[src/rtl/instructions_pager.sv]
// Instruction-screen pager: steps through pages stored back-to-back in one image BROM,
// producing the registered pixel address and a sprite-valid flag aligned to ROM data.
module instructions_pager #(
  parameter int WIDTH          = 200,
  parameter int HEIGHT         = 200,
  parameter int NUM_PAGES      = 4,
  parameter int TIMEOUT_FRAMES = 600,
  parameter int ROM_LATENCY    = 2
) (
  input  logic                                      pixel_clk_in,
  input  logic                                      rst_in,
  input  logic [10:0]                               x_in,
  input  logic [9:0]                                y_in,
  input  logic [10:0]                               hcount_in,
  input  logic [9:0]                                vcount_in,
  input  logic                                      new_frame_in,
  input  logic                                      enable_in,
  input  logic                                      next_in,
  input  logic                                      prev_in,
  output logic [$clog2(WIDTH*HEIGHT*NUM_PAGES)-1:0] image_addr_out,
  output logic                                      in_sprite_out,
  output logic [$clog2(NUM_PAGES)-1:0]              page_out,
  output logic                                      done_out,
  output logic                                      busy_out
);

  localparam int ADDR_W = $clog2(WIDTH*HEIGHT*NUM_PAGES);
  localparam int PAGE_W = $clog2(NUM_PAGES);
  localparam int CNT_W  = $clog2(TIMEOUT_FRAMES + 2);
  localparam int DLY    = 1 + ROM_LATENCY;

  typedef enum logic [1:0] {IDLE, SHOW, PENDING, DONE} state_t;

  state_t            state;
  logic [PAGE_W-1:0] target;
  logic              target_finish;
  logic [CNT_W-1:0]  frame_cnt;
  logic [DLY-1:0]    valid_dly;

  // One extra bit on the right/bottom edges so a page near the raster limit cannot wrap.
  logic [11:0]       x_end;
  logic [10:0]       y_end;
  logic              in_page;
  logic [10:0]       rel_x;
  logic [9:0]        rel_y;
  logic [ADDR_W-1:0] pixel_addr;

  assign x_end   = {1'b0, x_in} + 12'(WIDTH);
  assign y_end   = {1'b0, y_in} + 11'(HEIGHT);
  assign in_page = (hcount_in >= x_in) && ({1'b0, hcount_in} < x_end) &&
                   (vcount_in >= y_in) && ({1'b0, vcount_in} < y_end);
  assign rel_x   = hcount_in - x_in;
  assign rel_y   = vcount_in - y_in;
  assign pixel_addr = ADDR_W'(page_out) * ADDR_W'(WIDTH*HEIGHT) + ADDR_W'(rel_x)
                    + ADDR_W'(rel_y) * ADDR_W'(WIDTH);

  logic btn_next, btn_prev, timeout, go_next, go_prev, last_page;

  assign btn_next  = next_in & ~prev_in;
  assign btn_prev  = prev_in & ~next_in;
  assign timeout   = (TIMEOUT_FRAMES != 0) && (frame_cnt == CNT_W'(TIMEOUT_FRAMES));
  assign go_prev   = btn_prev && (page_out != '0);
  assign go_next   = btn_next || (timeout && !go_prev);
  assign last_page = (page_out == PAGE_W'(NUM_PAGES - 1));

  assign busy_out      = (state == SHOW) || (state == PENDING);
  assign in_sprite_out = valid_dly[DLY-1] & busy_out;

  // NOTE: sequential state uses non-blocking assignments so every register samples pre-edge values.
  always_ff @(posedge pixel_clk_in) begin
    if (rst_in) begin
      state         <= IDLE;
      page_out      <= '0;
      target        <= '0;
      target_finish <= 1'b0;
      frame_cnt     <= '0;
      done_out      <= 1'b0;
    end else begin
      done_out <= 1'b0;
      if (!enable_in) begin
        state         <= IDLE;
        page_out      <= '0;
        frame_cnt     <= '0;
        target        <= '0;
        target_finish <= 1'b0;
      end else begin
        unique case (state)
          IDLE: begin
            state     <= SHOW;
            page_out  <= '0;
            frame_cnt <= '0;
          end
          SHOW: begin
            if (new_frame_in && (frame_cnt != '1)) frame_cnt <= frame_cnt + CNT_W'(1);
            if (go_prev) begin
              target        <= page_out - PAGE_W'(1);
              target_finish <= 1'b0;
              state         <= PENDING;
            end else if (go_next) begin
              target        <= page_out + PAGE_W'(1);
              target_finish <= last_page;
              state         <= PENDING;
            end
          end
          PENDING: begin
            // Page swaps wait for vblank so a frame is never drawn from two pages.
            if (new_frame_in) begin
              if (target_finish) begin
                done_out <= 1'b1;
                state    <= DONE;
              end else begin
                page_out  <= target;
                frame_cnt <= '0;
                state     <= SHOW;
              end
            end
          end
          DONE: begin
          end
          default: state <= IDLE;
        endcase
      end
    end
  end

  // NOTE: the valid delay line is cleared on reset so no stale pixel is flagged after reset.
  always_ff @(posedge pixel_clk_in) begin
    if (rst_in) begin
      image_addr_out <= '0;
      valid_dly      <= '0;
    end else begin
      image_addr_out <= in_page ? pixel_addr : '0;
      valid_dly[0]   <= in_page & busy_out;
      for (int i = 1; i < DLY; i++) valid_dly[i] <= valid_dly[i-1];
    end
  end

endmodule
[config.mk]
export PLATFORM = sky130hd
export DESIGN_NAME = instructions_pager
export DESIGN_NICKNAME = d
export VERILOG_FILES = /design/src/rtl/instructions_pager.sv
export SDC_FILE = /design/constraint.sdc
export NUM_CORES = 1
export LEC_CHECK = 0
export ABC_AREA = 0
export CORE_ASPECT_RATIO = 1.4
export CORE_MARGIN = 5
export CORE_UTILIZATION = 51
export DETAILED_ROUTE_END_ITERATION = 8
export MAX_ROUTING_LAYER = met4
export PLACE_DENSITY_LB_ADDON = 0.2
export SYNTH_ARGS = -nofsm -noshare
export SYNTH_HDL_FRONTEND = slang
export SYNTH_SLANG_ARGS = --single-unit
[constraint.sdc]
create_clock -name pixel_clk_in -period 6.2 [get_ports pixel_clk_in]
set_input_delay 1.24 -clock pixel_clk_in [delete_from_list [all_inputs] [get_ports pixel_clk_in]]
set_output_delay 1.24 -clock pixel_clk_in [all_outputs]
set_load 0.005 [all_outputs]
==> flow_metrics.env <==
export IMPL_endpoint="image_addr_out[17]"
export IMPL_synth_top_area_share_pct=28.5
export IMPL_drc_errors=0
export IMPL_setup_slack_ns=-0.161
export IMPL_slew_headroom_pct=46.5
export IMPL_finClkSkew_ns=0.00839
export IMPL_worstSetupStartpoint="y_in[2]"
export IMPL_antenna_left=0
export IMPL_yosys_warnings=0
export IMPL_hold_viol=0
export IMPL_initial_core_util_pct=51.9
export IMPL_synth_nets=718
export IMPL_r2r_cells=11
export IMPL_grt_pass1_vias=4819
export IMPL_nFillCells=604
export IMPL_max_stage_delay_ns=0.51
export IMPL_report_final_slew_viol_count=0
export IMPL_cts_root_buf="clkbuf_16"
export IMPL_max_clock_freq_ghz=0.157
export IMPL_ys_types=63
export IMPL_nets=877
export IMPL_critPathKind="in -> reg"
export IMPL_crit_family="compound AO/OA/AOI/OAI gates"
export IMPL_syn_area_per_cell_sq_um=8.50
export IMPL_worst_path_buf_inv=5
export IMPL_h_tree_depth=2
export IMPL_syn_area_sq_um=4690
export IMPL_clockBufferDepth=2
export IMPL_routedWlPerCell_um=17.4
export IMPL_synth_edf_count=0
export IMPL_crit_required_ns=6.42
export IMPL_synth_commonest_cells="107 x ha_1, 64 x inv_1, 44 x nor2_1, 39 x dfxtp_1, 37 x a21oi_1"
export IMPL_maxCapViolations=0
export IMPL_cts_sinks=39
export IMPL_grt_max_degree=16
export IMPL_antenna_found_initial=0
export IMPL_holdPathStages=1
export IMPL_grt_pass1_wl_mm=20.7
export IMPL_area_delta_synth_final_pct=48.3
export IMPL_finalSetupViolCount=1
export IMPL_r2r_end="image_addr_out[16]"
export IMPL_yosys_top_cells_area="ha_1 29%, dfxtp_1 17%, xnor2_1 5.8%, inv_1 5.1%, fa_1 4.7%"
export IMPL_worst_pin_slew_ns=0.802
export IMPL_initialDrtViolationCount=133
export IMPL_peakVddDrop_v=0.000363
export IMPL_avgViaCountPerCell=5.74
export IMPL_holdWs_ns=0.437
export IMPL_status="finished, violations left"
export IMPL_dieArea_sq_um=11200
export IMPL_drt_total_wl_mm=14.3
export IMPL_p_leak_nw=3.15
export IMPL_clk_latency_ns=0.29
export IMPL_synthFlopType="dfxtp_1"
export IMPL_worst_path_max_delay_cell="fa_1"
export IMPL_dp_hpwl_mm=9.85
export IMPL_io_pins=71
export IMPL_hp_class="reg -> reg"
export IMPL_dieHeight_um=123
export IMPL_synth_top_area_cell="ha_1"
export IMPL_synth_seq_cells=39
export IMPL_period_minus_slack_ns=6.36
export IMPL_portBuffers=70
export IMPL_ys_seq_area_share_pct=16.6
export IMPL_cp_depth=30
export IMPL_drive_gt1_share_pct=26.4
export IMPL_final_period_utilization_pct=103
export IMPL_power_w=0.00345
export IMPL_path_max_fanout=3
export IMPL_cp_arrival_ns=6.58
export IMPL_vias=4697
export IMPL_end_kind="register"
export IMPL_antennaDiodeCount=0
export IMPL_violations="negative setup slack"
export IMPL_syn_instance_count=552
export IMPL_fp_row_count=41
export IMPL_yosysMostFrequentCell="ha_1"
export IMPL_path_clk_slew_ns=0.06
export IMPL_synthArstFlopShare_pct=0
export IMPL_place_gp_congestion=0.900
export IMPL_cts_tree="built"
export IMPL_die_w_um=91.0
export IMPL_final_util_pct=77.0
export IMPL_overflow=0
export IMPL_first_pass_iters=4
export IMPL_r2r_setup_slack_ns=2.92
export IMPL_timing_rr_start="page_out[0]"
export IMPL_power_density_nw_per_um2=497
export IMPL_numCtsBuffers=5
export IMPL_track_usage_pct=23.2
export IMPL_startpoint_type="input port"
export IMPL_rsz0062_at_grt="yes"
export IMPL_core_area_sq_um=9030
-- placed cells by master (no fill, tap or decap), types with 4 or more instances in the layout --
cell and count:
a21o_1 11, a21oi_1 27, a21oi_2 9, a31oi_1 4
and3_1 4, buf_4 83, buf_6 5, clkbuf_16 5
clkdlybuf4s50_1 60, dfxtp_1 39, dlymetal6s2s_1 5, fa_1 9
ha_1 78, ha_4 28, inv_1 57, inv_2 6
nand2_1 18, nand2b_1 10, nand3_1 13, nand4_1 10
nor2_1 43, nor2b_1 4, nor3_1 10, nor4_1 4
o211ai_1 5, o21a_1 11, o21ai_0 13, o21ai_2 5
o21bai_1 4, xnor2_1 26, xor2_1 17
-- per-stage QoR --
stage,setup WS [ns],area [sq um],std cells,TNS (ns)
global placement,-0.629,6060,795,-2.52
finish,-0.161,6960,819,-0.161
global route,-0.393,6960,819,-0.854
detailed placement,-0.883,6060,795,-3.51
CTS,0.0116,6590,814,0
floorplan,0.00576,4730,552,0
-- metal layers --
metal | global-route usage, % | vias to the layer above | share of wire [%]
met2 | 47.7 | 149 | 56
met1 | 20.5 | 2219 | 34
met5 | - | - | 0
met3 | 2.37 | 58 | 4.1
met4 | 11.3 | 0 | 5.7
li1 | - | 2271 | -
-- final cells by class --
cell class	count	area (sq um)	area share [%]
Multi-Input combinational cell	445	4300	61.8
Tap cell	107	134	1.92
Sequential cell	39	781	11.2
Clock inverter	2	12.5	0.180
Clock buffer	6	129	1.85
Timing Repair Buffer	156	1360	19.6
Inverter	64	243	3.49
-- how the worst min path moves through the flow --
| stage | from | end | slack [ns] |
|---|---|---|---|
| floorplan | valid_dly[0] | valid_dly[1] | 0.41 |
| global placement | valid_dly[1] | valid_dly[2] | 0.42 |
| detailed placement | valid_dly[1] | valid_dly[2] | 0.43 |
| CTS | valid_dly[1] | valid_dly[2] | 0.44 |
| global route | valid_dly[1] | valid_dly[2] | 0.44 |
| finish | valid_dly[1] | valid_dly[2] | 0.44 |
-- where the power goes --
| part | internal [W] | switching (W) | leakage [nW] | total (W) |
|---|---|---|---|---|
| clock network | 0.000148 | 0.000104 | 0.0669 | 0.000253 |
| registers | 0.000262 | 0.00000421 | 0.315 | 0.000266 |
| logic | 0.00153 | 0.00141 | 2.77 | 0.00294 |
-- registers in the layout, indices dropped and copies added, names as in the netlist --
name / flops
target: 2
done_out: 1
valid_dly: 3
target_finish: 1
image_addr_out: 18
state: 2
page_out: 2
frame_cnt: 10
-- cells by family after synthesis --
group                      count (synthesis)  synth area share [%]
DFF                                       39                  16.6
and+or+nand+nor                          150                  16.9
muxes                                      3                 0.667
adders and majority gates                118                  33.2
xor gates and xnor gates                  51                  9.53
AOI/OAI and AO/OA                        123                  17.4
buffers and inverters                     68                  5.63
-- repair_timing --
| item | 4_1_cts | 5_1_grt |
|---|---|---|
| setup buffers | 11 | 5 |
| gates resized for setup | 53 | 66 |
| setup endpoints to repair | 5 | 7 |
| gates cloned | 0 | 0 |
| pin swaps | 39 | 48 |
| hold buffers | 0 | 0 |
| endpoints found under the hold margin | 0 | 0 |
Power figures use the tool's default switching activity.
